$ cat src/rtl/aoi21_vector_sequencer_pkg.sv
// Shared definitions for the standard-cell vector sequencer: state encoding,
// golden truth tables per library cell and the vector bit-order convention.
package aoi21_vector_sequencer_pkg;

    typedef enum logic [1:0] {
        ST_IDLE = 2'd0,
        ST_RUN  = 2'd1,
        ST_FIN  = 2'd2
    } state_t;

    // Vector bit order for 3-input cells: {B, A1, A0}, bit0 = A0.
    localparam int unsigned VEC_A0 = 0;
    localparam int unsigned VEC_A1 = 1;
    localparam int unsigned VEC_B  = 2;

    localparam int unsigned AOI21_NIN = 3;
    localparam int unsigned SETTLE_W  = 8;

    // Golden outputs, bit i = expected Y for vector index i.
    localparam logic [7:0] AOI21_TT = 8'h07;  // ~((A0 & A1) | B)
    localparam logic [7:0] OAI21_TT = 8'h1F;  // ~((A0 | A1) & B)
    localparam logic [3:0] NAND2_TT = 4'h7;   // ~(A0 & A1)

endpackage

$ cat src/rtl/aoi21_vector_sequencer_cmp.sv
// Golden lookup, saturating mismatch counter and first-fail capture;
// independent of the sequencing so wider cells reuse it unchanged.
module aoi21_vector_sequencer_cmp #(
    parameter int unsigned          NIN   = 3,
    parameter logic [(2**NIN)-1:0]  TRUTH = 8'h07,
    parameter int unsigned          CNTW  = 8
) (
    input  logic            clk,
    input  logic            rst_n,
    input  logic            clear,
    input  logic            sample,
    input  logic [NIN-1:0]  vec,
    input  logic            y,
    output logic            mismatch_c,
    output logic [CNTW-1:0] errcnt,
    output logic [NIN-1:0]  fail_vec,
    output logic            fail_vld
);

    assign mismatch_c = y ^ TRUTH[vec];

    // Count saturates at all-ones; only the first failing vector is kept.
    always_ff @(posedge clk or negedge rst_n) begin
        if (!rst_n) begin
            errcnt   <= '0;
            fail_vec <= '0;
            fail_vld <= 1'b0;
        end else if (clear) begin
            errcnt   <= '0;
            fail_vld <= 1'b0;
        end else if (sample && mismatch_c) begin
            if (errcnt != '1) begin
                errcnt <= errcnt + CNTW'(1);
            end
            if (!fail_vld) begin
                fail_vec <= vec;
                fail_vld <= 1'b1;
            end
        end
    end

endmodule

$ cat src/rtl/aoi21_vector_sequencer.sv
// Built-in self-check sequencer: walks a combinational cell through all input
// vectors, samples its output after a settle time and reports pass/fail.
module aoi21_vector_sequencer
    import aoi21_vector_sequencer_pkg::*;
#(
    parameter int unsigned          NIN    = AOI21_NIN,
    parameter logic [(2**NIN)-1:0]  TRUTH  = AOI21_TT,
    parameter int unsigned          SETTLE = 2,
    parameter int unsigned          CNTW   = 8
) (
    input  logic            clk,
    input  logic            rst_n,
    input  logic            start,
    input  logic            abort,
    input  logic            y,
    output logic [NIN-1:0]  vec,
    output logic            busy,
    output logic            done,
    output logic            pass,
    output logic [CNTW-1:0] errcnt,
    output logic [NIN-1:0]  fail_vec,
    output logic            fail_vld
);

    localparam logic [SETTLE_W-1:0] SETTLE_C = SETTLE_W'(SETTLE);

    state_t                state, state_n;
    logic [NIN-1:0]        vec_n;
    logic [SETTLE_W-1:0]   cnt, cnt_n;
    logic                  busy_n, done_n, pass_n;
    logic                  clear_c, sample_c, mismatch_c;

    aoi21_vector_sequencer_cmp #(
        .NIN   (NIN),
        .TRUTH (TRUTH),
        .CNTW  (CNTW)
    ) u_cmp (
        .clk        (clk),
        .rst_n      (rst_n),
        .clear      (clear_c),
        .sample     (sample_c),
        .vec        (vec),
        .y          (y),
        .mismatch_c (mismatch_c),
        .errcnt     (errcnt),
        .fail_vec   (fail_vec),
        .fail_vld   (fail_vld)
    );

    always_ff @(posedge clk or negedge rst_n) begin
        if (!rst_n) begin
            state <= ST_IDLE;
            vec   <= '0;
            cnt   <= '0;
            busy  <= 1'b0;
            done  <= 1'b0;
            pass  <= 1'b0;
        end else begin
            state <= state_n;
            vec   <= vec_n;
            cnt   <= cnt_n;
            busy  <= busy_n;
            done  <= done_n;
            pass  <= pass_n;
        end
    end

    // Next state and next registered outputs; abort overrides everything.
    always_comb begin
        state_n  = state;
        vec_n    = vec;
        cnt_n    = cnt;
        done_n   = 1'b0;
        pass_n   = pass;
        clear_c  = 1'b0;
        sample_c = 1'b0;
        if (abort) begin
            state_n = ST_IDLE;
            vec_n   = '0;
            cnt_n   = '0;
            pass_n  = 1'b0;
        end else begin
            case (state)
                ST_IDLE: begin
                    if (start) begin
                        state_n = ST_RUN;
                        vec_n   = '0;
                        cnt_n   = '0;
                        pass_n  = 1'b0;
                        clear_c = 1'b1;
                    end
                end
                ST_RUN: begin
                    if (cnt != SETTLE_C) begin
                        cnt_n = cnt + SETTLE_W'(1);
                    end else begin
                        sample_c = 1'b1;
                        cnt_n    = '0;
                        if (vec == '1) begin
                            // Final compare folds into PASS so it is valid with DONE.
                            state_n = ST_FIN;
                            vec_n   = '0;
                            done_n  = 1'b1;
                            pass_n  = (errcnt == '0) && !mismatch_c;
                        end else begin
                            vec_n = vec + NIN'(1);
                        end
                    end
                end
                ST_FIN: begin
                    state_n = ST_IDLE;
                end
                default: begin
                    state_n = ST_IDLE;
                    vec_n   = '0;
                    cnt_n   = '0;
                end
            endcase
        end
        busy_n = (state_n == ST_RUN);
    end

endmodule

$ cat config.mk
export PLATFORM = sky130hd
export DESIGN_NAME = aoi21_vector_sequencer
export DESIGN_NICKNAME = d
export VERILOG_FILES = /design/src/rtl/aoi21_vector_sequencer_pkg.sv /design/src/rtl/aoi21_vector_sequencer_cmp.sv /design/src/rtl/aoi21_vector_sequencer.sv
export SDC_FILE = /design/constraint.sdc
export NUM_CORES = 1
export LEC_CHECK = 0
export CAP_MARGIN = 20
export CORE_MARGIN = 2
export CORE_UTILIZATION = 53
export CTS_BUF_LIST = sky130_fd_sc_hd__clkbuf_16
export DETAILED_ROUTE_END_ITERATION = 8
export PLACE_DENSITY = 0.9
export SETUP_SLACK_MARGIN = 0.5
export SLEW_MARGIN = 20
export SYNTH_ARGS = -nofsm -noshare
export SYNTH_HDL_FRONTEND = slang
export SYNTH_SLANG_ARGS = --single-unit
$ cat constraint.sdc
create_clock -name clk -period 3.77 [get_ports clk]
set_clock_uncertainty 0.15 [all_clocks]
set_input_delay 0.754 -clock clk [delete_from_list [all_inputs] [get_ports clk]]
set_output_delay 0.754 -clock clk [all_outputs]
set_load 0.03 [all_outputs]
# Yosys cells after proc, flatten, opt, wreduce, memory -nomap -nowiden
# Memories as Yosys holds them, arrays and structs flattened.
# Cells that the tools add are included.
# totals
register_bits,28
romBits,8
inputBits,5
output_inout_bits,18
wordCells,75
mem_count,1
# memory_table
memory,words,width,read_ports,rd_ports_with_merged_regs,wr,line_no,rtl
(name not given),8,1,1,0,0,aoi21_vector_sequencer_cmp.sv:20,assign mismatch_c = y ^ TRUTH[vec];
# op_classes
n_addsub,3
order_cmp,1
n_eq_ne,10
n_mux,35
bitwise_logic,3
n_reduce_logical,13
# ops
op,n
$mux W8,6
$pmux W8 S3,1
$mux W1,17
$add A8 B1 Y8 const B,2
$mux W3,4
$ne A3 B3 Y1 const B,3
$pmux W3 S3,1
$logic_not A8 Y1,1
$mux W2,4
$ne A8 B2 Y1 const B,1
$ne A8 B8 Y1 const B,1
$reduce_and A3 Y1,2
$eq A2 B1 Y1 const B,2
$lt A3 B4 Y1 const B,1
$pmux W2 S2,1
$reduce_and A2 Y1,2
$reduce_and A4 Y1,1
$reduce_bool A2 Y1,2
$add A3 B1 Y3 const B,1
$eq A3 B3 Y1 const B,1
$reduce_bool A3 Y1,1
$eq A2 B2 Y1 const B,1
$logic_and A1 B1 Y1,2
$logic_not A2 Y1,1
5 further kinds,6

# Logic depth before layout (Yosys ltp)
# Gate-level depths: netlist of run 1.
# depth
word_depth,9
mapped_depth,8
depth_no_buf,7

# By module
# Synthesis of run 1 repeated with hierarchy kept, for this count alone.
# unflattened
cells_unflattened,152
hier_area_um2,1529.0
# modules_own_cells
module,n_inst,cells_per_inst,area_per_inst_um2,seq_area_each_um2
aoi21_vector_sequencer,1,88,877.1,400.4
aoi21_vector_sequencer_cmp,1,64,651.9,300.3

# Worst setup path before layout of run 1
# Ideal clock, no wire load.
# synth_path
path_type,in2reg
from,in abort
to,reg u_cmp.errcnt[5]
setup_time_ps,78
arrival_time_ps,2545
t_required_ps,3542
path_slack_ps,997
path_stages,6
path_buffers,2
path_cell_list,or3b_1 clkbuf_1 or4_4 buf_6 or4_1 a21oi_1
# synth_via
elab_chain_len,4
elab_cells_between_ends,7
# synth_rtl
item,line_no,rtl
"start, declared",aoi21_vector_sequencer.sv:14,"input logic abort,"
$mux W1,aoi21_vector_sequencer.sv:77,if (abort) begin
$logic_and A1 B1 Y1,aoi21_vector_sequencer_cmp.sv:31,end else if (sample && mismatch_c) begin
$reduce_bool A2 Y1 (no source line),--,
$reduce_and A2 Y1 (no source line),--,
"end signal, assigned",aoi21_vector_sequencer_cmp.sv:33,errcnt <= errcnt + CNTW'(1);
"end, declared",aoi21_vector_sequencer_cmp.sv:15,"output logic [CNTW-1:0] errcnt,"
# Several ways; a longest one is shown, not always the timed one.
# A chain may end at the register's enable or synchronous reset.

# Worst setup path after layout of run 1
# Same ends and word-level chain as after synthesis.

==> metrics.txt, run 1 <==
Final Max Slew Viols 0; Clock Latency Late Sink 0.26 ns; CP endpoint kind flip-flop; ant diodes 0; clock-pin slew on the worst setup and hold paths 0.06 ns; Worst Hold Class reg2reg; PostCTS Resize Cnt 0; clk sinks 28; HP Start pass$_DFFE_PN0P_; final antenna-violating net count 0; reg2reg setup slack 0.96 ns; PD cells 451 nW/um^2; GR Overflow Total 0; fin crit share 0.812; area fraction of the dominant cell type after synthesis 0.466; Crit Path Category in2reg; P_int 569 uW; hold slack 0.379 ns; die height 57.3 um; setup ws final 0.708 ns; crit start category primary input; Max Root-Sink Buffers 2; sequential cell area 701 um^2; Tightest Pin Transition 0.544 ns; DRT Wirelength 3410 um; Clk pwr share 0.280; peak fanout along the critical path 11; Max Clk Rate 0.327 GHz; gate count of the mapped netlist 148; Final min period 3.06 ns; Sw Ratio 0.310; drt pass-1 iters 4; WP data required 3.80 ns; drt drc 0; largest net degree at the start of global routing 29; post-synthesis sequential area ratio 0.466; synthesized area 1510 um^2; Core Footprint 2730 um^2; starting density of the core 0.551; cts bufs inserted 3; terminus of the critical flop-to-flop path vec[1]$_DFFE_PN0P_; Reg-to-Reg Start cnt[0]$_DFFE_PN0P_; All-Layer GR Usage 0.224; io pins 23; Max-Cap Viols 0; DP Worst Slack 0.475 ns; CTS root buffer clkbuf_16; Min-Delay Path Depth 2; detailed placer's ending HPWL 2390 um; Mean Syn Cell Area 10.2 um^2; fraction of layout cells with a size suffix above 1 0.106; die area 3280 um^2; Hold Path Sink pass$_DFFE_PN0P_; std cell rows 19; CP arrival 3.10 ns; Final Util 0.670; Ys Warns 0; via/cell ratio 6.34; final setup fails 0; Cell variety after synth 39; Yosys top cell by area dfrtp_1; area grow syn2layout 21.6%; peak supply drop 0.371 mV; antenna violations before repair 0; main area contributors after synthesis dfrtp_1 (47%), ha_1 (5.8%), mux2_2 (3.7%); GP Congestion 0.849; Slew headroom 0.634; worst reg2reg path depth 6; initial DRC count 45; RSZ-0062 raised after global routing no; CTS HTree Levels 1; area occupied by multi-input gates 747 um^2; fillers 214; CTS tree yes; Reg power frac 0.446; Fin. Hold Viols 0; Setup TNS 0 ns; syn_nets 160; vias in the first global route 1232; status complete, no violations; PortBufs 22; Net Sw Power 256 uW; Avg WL per Cell 17.0 um; Nets 184; Seq cells post-synth 28; hold_buf cts 0; LEAKAGE 0.000765 uW; Setup Buffers After CTS 0; vias 1275; Comb power frac 0.273; Die W 57.3 um; first-pass GRT wire length 5710 um
==> through the flow <==
step / power, uW / cells / cell area, um^2
5_1_grt: 863 / 201 / 1830
6_report: 825 / 201 / 1830
4_1_cts: 827 / 201 / 1830
3_5_place_dp: 596 / 198 / 1760
3_3_place_gp: 587 / 198 / 1760
2_1_floorplan: 508 / 148 / 1510
==> power groups by stage <==
stage / logic, uW / clock network (uW) / registers [uW]
after CTS: 226 / 232 / 368
after global routing: 243 / 247 / 373
after detailed placement: 222 / 0 / 374
after global placement: 219 / 0 / 368
after floorplan: 96.3 / 0 / 411
final: 225 / 231 / 368
==> layout by cell type (no fill, tap or decap), types with 3 or more instances in the layout <==
cell             instances
inv_1                    7
mux2i_1                  3
clkdlybuf4s50_1         22
o21ai_0                  8
nand3_1                  7
xnor2_1                  4
dfrtp_1                 28
o31ai_1                  4
or4_1                    3
and4_1                   3
nor2_1                  12
xor2_1                   3
clkbuf_16                3
buf_4                    3
mux2_2                   5
nand4_1                  3
nor3_1                   4
ha_1                     7
nand2_1                  7
a21oi_1                  8
==> per-layer routing <==
layer | GRT usage | vias up | part of all wire
li1 | - | 591 | -
met1 | 0.304 | 620 | 0.43
met2 | 0.360 | 53 | 0.48
met3 | 0.0340 | 11 | 0.059
met4 | 0.0963 | 0 | 0.025
met5 | 0 | - | 0
==> synth_stat cells (all sizes together) <==
| cell type | instances |
|---|---|
| nor3 | 4 |
| nand3 | 7 |
| nand2 | 7 |
| o2111ai | 2 |
| o21ai | 8 |
| or4 | 4 |
| xnor2 | 4 |
| nor2b | 1 |
| ha | 7 |
| a21boi | 1 |
| a311oi | 1 |
| clkbuf | 4 |
| nand3b | 1 |
| or3 | 2 |
| dfrtp | 28 |
| xor2 | 3 |
| or2 | 1 |
| buf | 2 |
| inv | 7 |
| nor2 | 12 |
| and4 | 3 |
| a41oi | 1 |
| nor4b | 2 |
| or3b | 2 |
| o221ai | 2 |
| nor4 | 2 |
| nor3b | 2 |
| and3 | 2 |
| a21oi | 8 |
| nand2b | 1 |
| o31ai | 4 |
| mux2i | 3 |
| mux2 | 5 |
| nand4 | 3 |
| a211oi | 2 |
==> area by class of cell <==
type,instances,area share
Clock buffer,3,0.0410
Inverter,7,0.0144
Multi-Input combinational cell,107,0.408
Sequential cell,28,0.383
Tap cell,31,0.0212
Timing Repair Buffer,25,0.133
==> sequential cells by signal (all words and copies together), names as in the netlist <==
register and flops:
pass 1, busy 1, u_cmp.fail_vec 3, vec 3, u_cmp.fail_vld 1, u_cmp.errcnt 8, done 1, state 2
cnt 8
==> cells by family after synthesis <==
group / after synthesis / synth area share
and+or+nand+nor: 56 / 0.214
AOI/OAI and AO/OA: 29 / 0.126
DFF: 28 / 0.466
muxes: 8 / 0.0574
adders and majority gates: 7 / 0.0582
buffers and inverters: 13 / 0.0382
xor gates and xnor gates: 7 / 0.0407
==> how the worst max path moves through the flow <==
stage	startpoint	endpoint	slack, ns
detailed placement	abort	u_cmp.errcnt[3]$_DFFE_PN0P_	0.47
global placement	abort	u_cmp.errcnt[3]$_DFFE_PN0P_	0.56
CTS	abort	u_cmp.errcnt[3]$_DFFE_PN0P_	0.72
floorplan	abort	u_cmp.errcnt[5]$_DFFE_PN0P_	1.0
finish	abort	u_cmp.errcnt[5]$_DFFE_PN0P_	0.71
global route	abort	u_cmp.errcnt[5]$_DFFE_PN0P_	0.63
==> critical path, cell delays in order <==
cell and delay, ns:
clkdlybuf4s50_1 0.49, or3b_1 0.51, or4_4 0.65, or4_1 0.53
a21oi_1 0.15
Note: power is estimated with default switching activity, not from simulation.
==> run 2, diff against run 1 <==
Settings changed: CORE_UTILIZATION 53 to 48, PLACE_DENSITY 0.9 to 0.86.
Clock period 3.77 ns to 2.7 ns, I/O delays scaled along.
==> metrics.txt, run 2 (synthesis gave the netlist of run 1 again) <==
Nets 199; Avg WL per Cell 17.2 um; Critical-path top delay cell or4_4; placed insts 217; Power Total 1240 uW; drt drc 0; Crit Path Category reg2reg; via/cell ratio 5.87; first-pass GRT wire length 6220 um; GP Congestion 0.819; fillers 214; die area 3600 um^2; drt pass-1 iters 4; cell family with the largest share of critical-path delay simple AND/OR/NAND/NOR gates; Max-Cap Viols 0; fin area 2070 um^2; RSZ-0062 raised after global routing yes; Final Max Slew Viols 0; most frequent CP cell or4_4; CTS tree yes; Comb power frac 0.323; GR Util met2 0.365; PD cells 600 nW/um^2; Placement Cell Area 1830 um^2; area grow syn2layout 37.7%; PortBufs 22; crit path cell chain or4_4, or4_4, buf_4, o31ai_2, a21oi_1; largest net degree at the start of global routing 29; io pins 23; final antenna-violating net count 0; Tightest Pin Transition 0.556 ns; clock-pin slew on the worst setup and hold paths 0.07 ns; WP data required 2.69 ns; met3 Resource Use GR 0.0455; crit start category flip-flop; Die W 60 um; most common cell after layout, fill and taps aside dfrtp_1; number of buffers and inverters on the critical path 1; peak supply drop 0.491 mV; clk sinks 28; P_int 851 uW; peak fanout along the critical path 7; detailed placer's ending HPWL 2460 um; CP arrival 2.46 ns; Clock Latency Late Sink 0.26 ns; Fin. Hold Viols 0; vias in the first global route 1300; CTS HTree Levels 1; status complete, no violations; most frequent cells in the layout dfrtp_1 (27), clkdlybuf4s50_1 (19), buf_4 (17), nor2_1 (12); DRT Wirelength 3940 um; LEAKAGE 0.000901 uW; vias 1345; Setup TNS 0 ns; GRT busiest layer met2; starting density of the core 0.497; Sw Ratio 0.316; Final min period 2.47 ns; All-Layer GR Usage 0.232; Worst Hold Class reg2reg; slowest stage delay, CP 0.59 ns; die height 60 um; Slew headroom 0.628; hold slack 0.365 ns; Non-Filler Instances 229; final setup fails 0; GR Util met1 0.310; Reg power frac 0.410; Clk pwr share 0.268; fin crit share 0.916; Max Root-Sink Buffers 2; cts bufs inserted 3; CP endpoint kind flip-flop; Net Sw Power 393 uW; initial DRC count 70; Max Clk Rate 0.404 GHz; ant diodes 0; CTS root buffer clkbuf_16; antenna violations before repair 0; std cell rows 20; Largest regs cnt (8), u_cmp.errcnt (8); Core Footprint 3030 um^2; fraction of layout cells with a size suffix above 1 0.254; GR Overflow Total 0
==> run 2: cell count changes in the layout (fill, tap and decap cells not counted), moves of 3 or more <==
cell	change
buf_4	+14
a21oi_2	+3
o21ai_0	-4
a21oi_1	-3
o31ai_1	-4
clkdlybuf4s50_1	-3
==> run 2: timing repair <==
| action | CTS | global route |
|---|---|---|
| setup buffers | 7 | 2 |
| hold buffers | 0 | 0 |
| gates resized for setup | 11 | 16 |
| pin swaps | 7 | 4 |
| endpoints found under the setup margin | 14 | 23 |
| hold endpoints to repair | 0 | 0 |
==> run 2: cell type report <==
cell class,instances,area [um^2],area share
multi-input combinational,107,852,0.411
sequential,28,702,0.339
timing repair buffer,40,363,0.175
clock buffer,3,75.1,0.0362
tap,44,55.1,0.0266
inverter,7,26.3,0.0127
==> run 2: worst paths after layout <==
check / start / end / slack (ns) / cells after the start
setup / recovery: cnt[4]$_DFFE_PN0P_ / u_cmp.errcnt[3]$_DFFE_PN0P_ / 0.23 / 5
hold / removal: u_cmp.fail_vec[2]$_DFFE_PN0P_ / u_cmp.fail_vec[2]$_DFFE_PN0P_ / 0.37 / 1
setup reg to reg: cnt[4]$_DFFE_PN0P_ / u_cmp.errcnt[3]$_DFFE_PN0P_ / 0.23 / 5
hold reg to reg: u_cmp.fail_vec[2]$_DFFE_PN0P_ / u_cmp.fail_vec[2]$_DFFE_PN0P_ / 0.37 / 1
max in group asynchronous: rst_n / cnt[4]$_DFFE_PN0P_ / 1.61 / 2
min in group asynchronous: rst_n / u_cmp.errcnt[2]$_DFFE_PN0P_ / 0.50 / 2
==> run 2: stage by stage <==
step / util / worst slack (ns)
6_report: 0.685 / 0.225
5_1_grt: 0.685 / 0.203
4_1_cts: 0.660 / 0.258
3_5_place_dp: 0.605 / -0.155
3_3_place_gp: 0.605 / -0.0843
2_1_floorplan: - / 0.187
==> run 2: power by group through the flow <==
stage / logic (uW) / clock network [uW] / registers [uW]
6_report: 401 / 333 / 510
5_1_grt: 428 / 353 / 518
4_1_cts: 381 / 331 / 510
3_5_place_dp: 339 / 0 / 521
3_3_place_gp: 326 / 0 / 515
2_1_floorplan: 143 / 0 / 575
==> run 2: per-layer routing <==
layer | wire [um] | share of wire | up-vias
li1 | - | - | 617
met5 | 0 | 0 | -
met3 | 276 | 0.070 | 12
met2 | 1880 | 0.48 | 66
met1 | 1690 | 0.43 | 650
met4 | 93 | 0.024 | 0
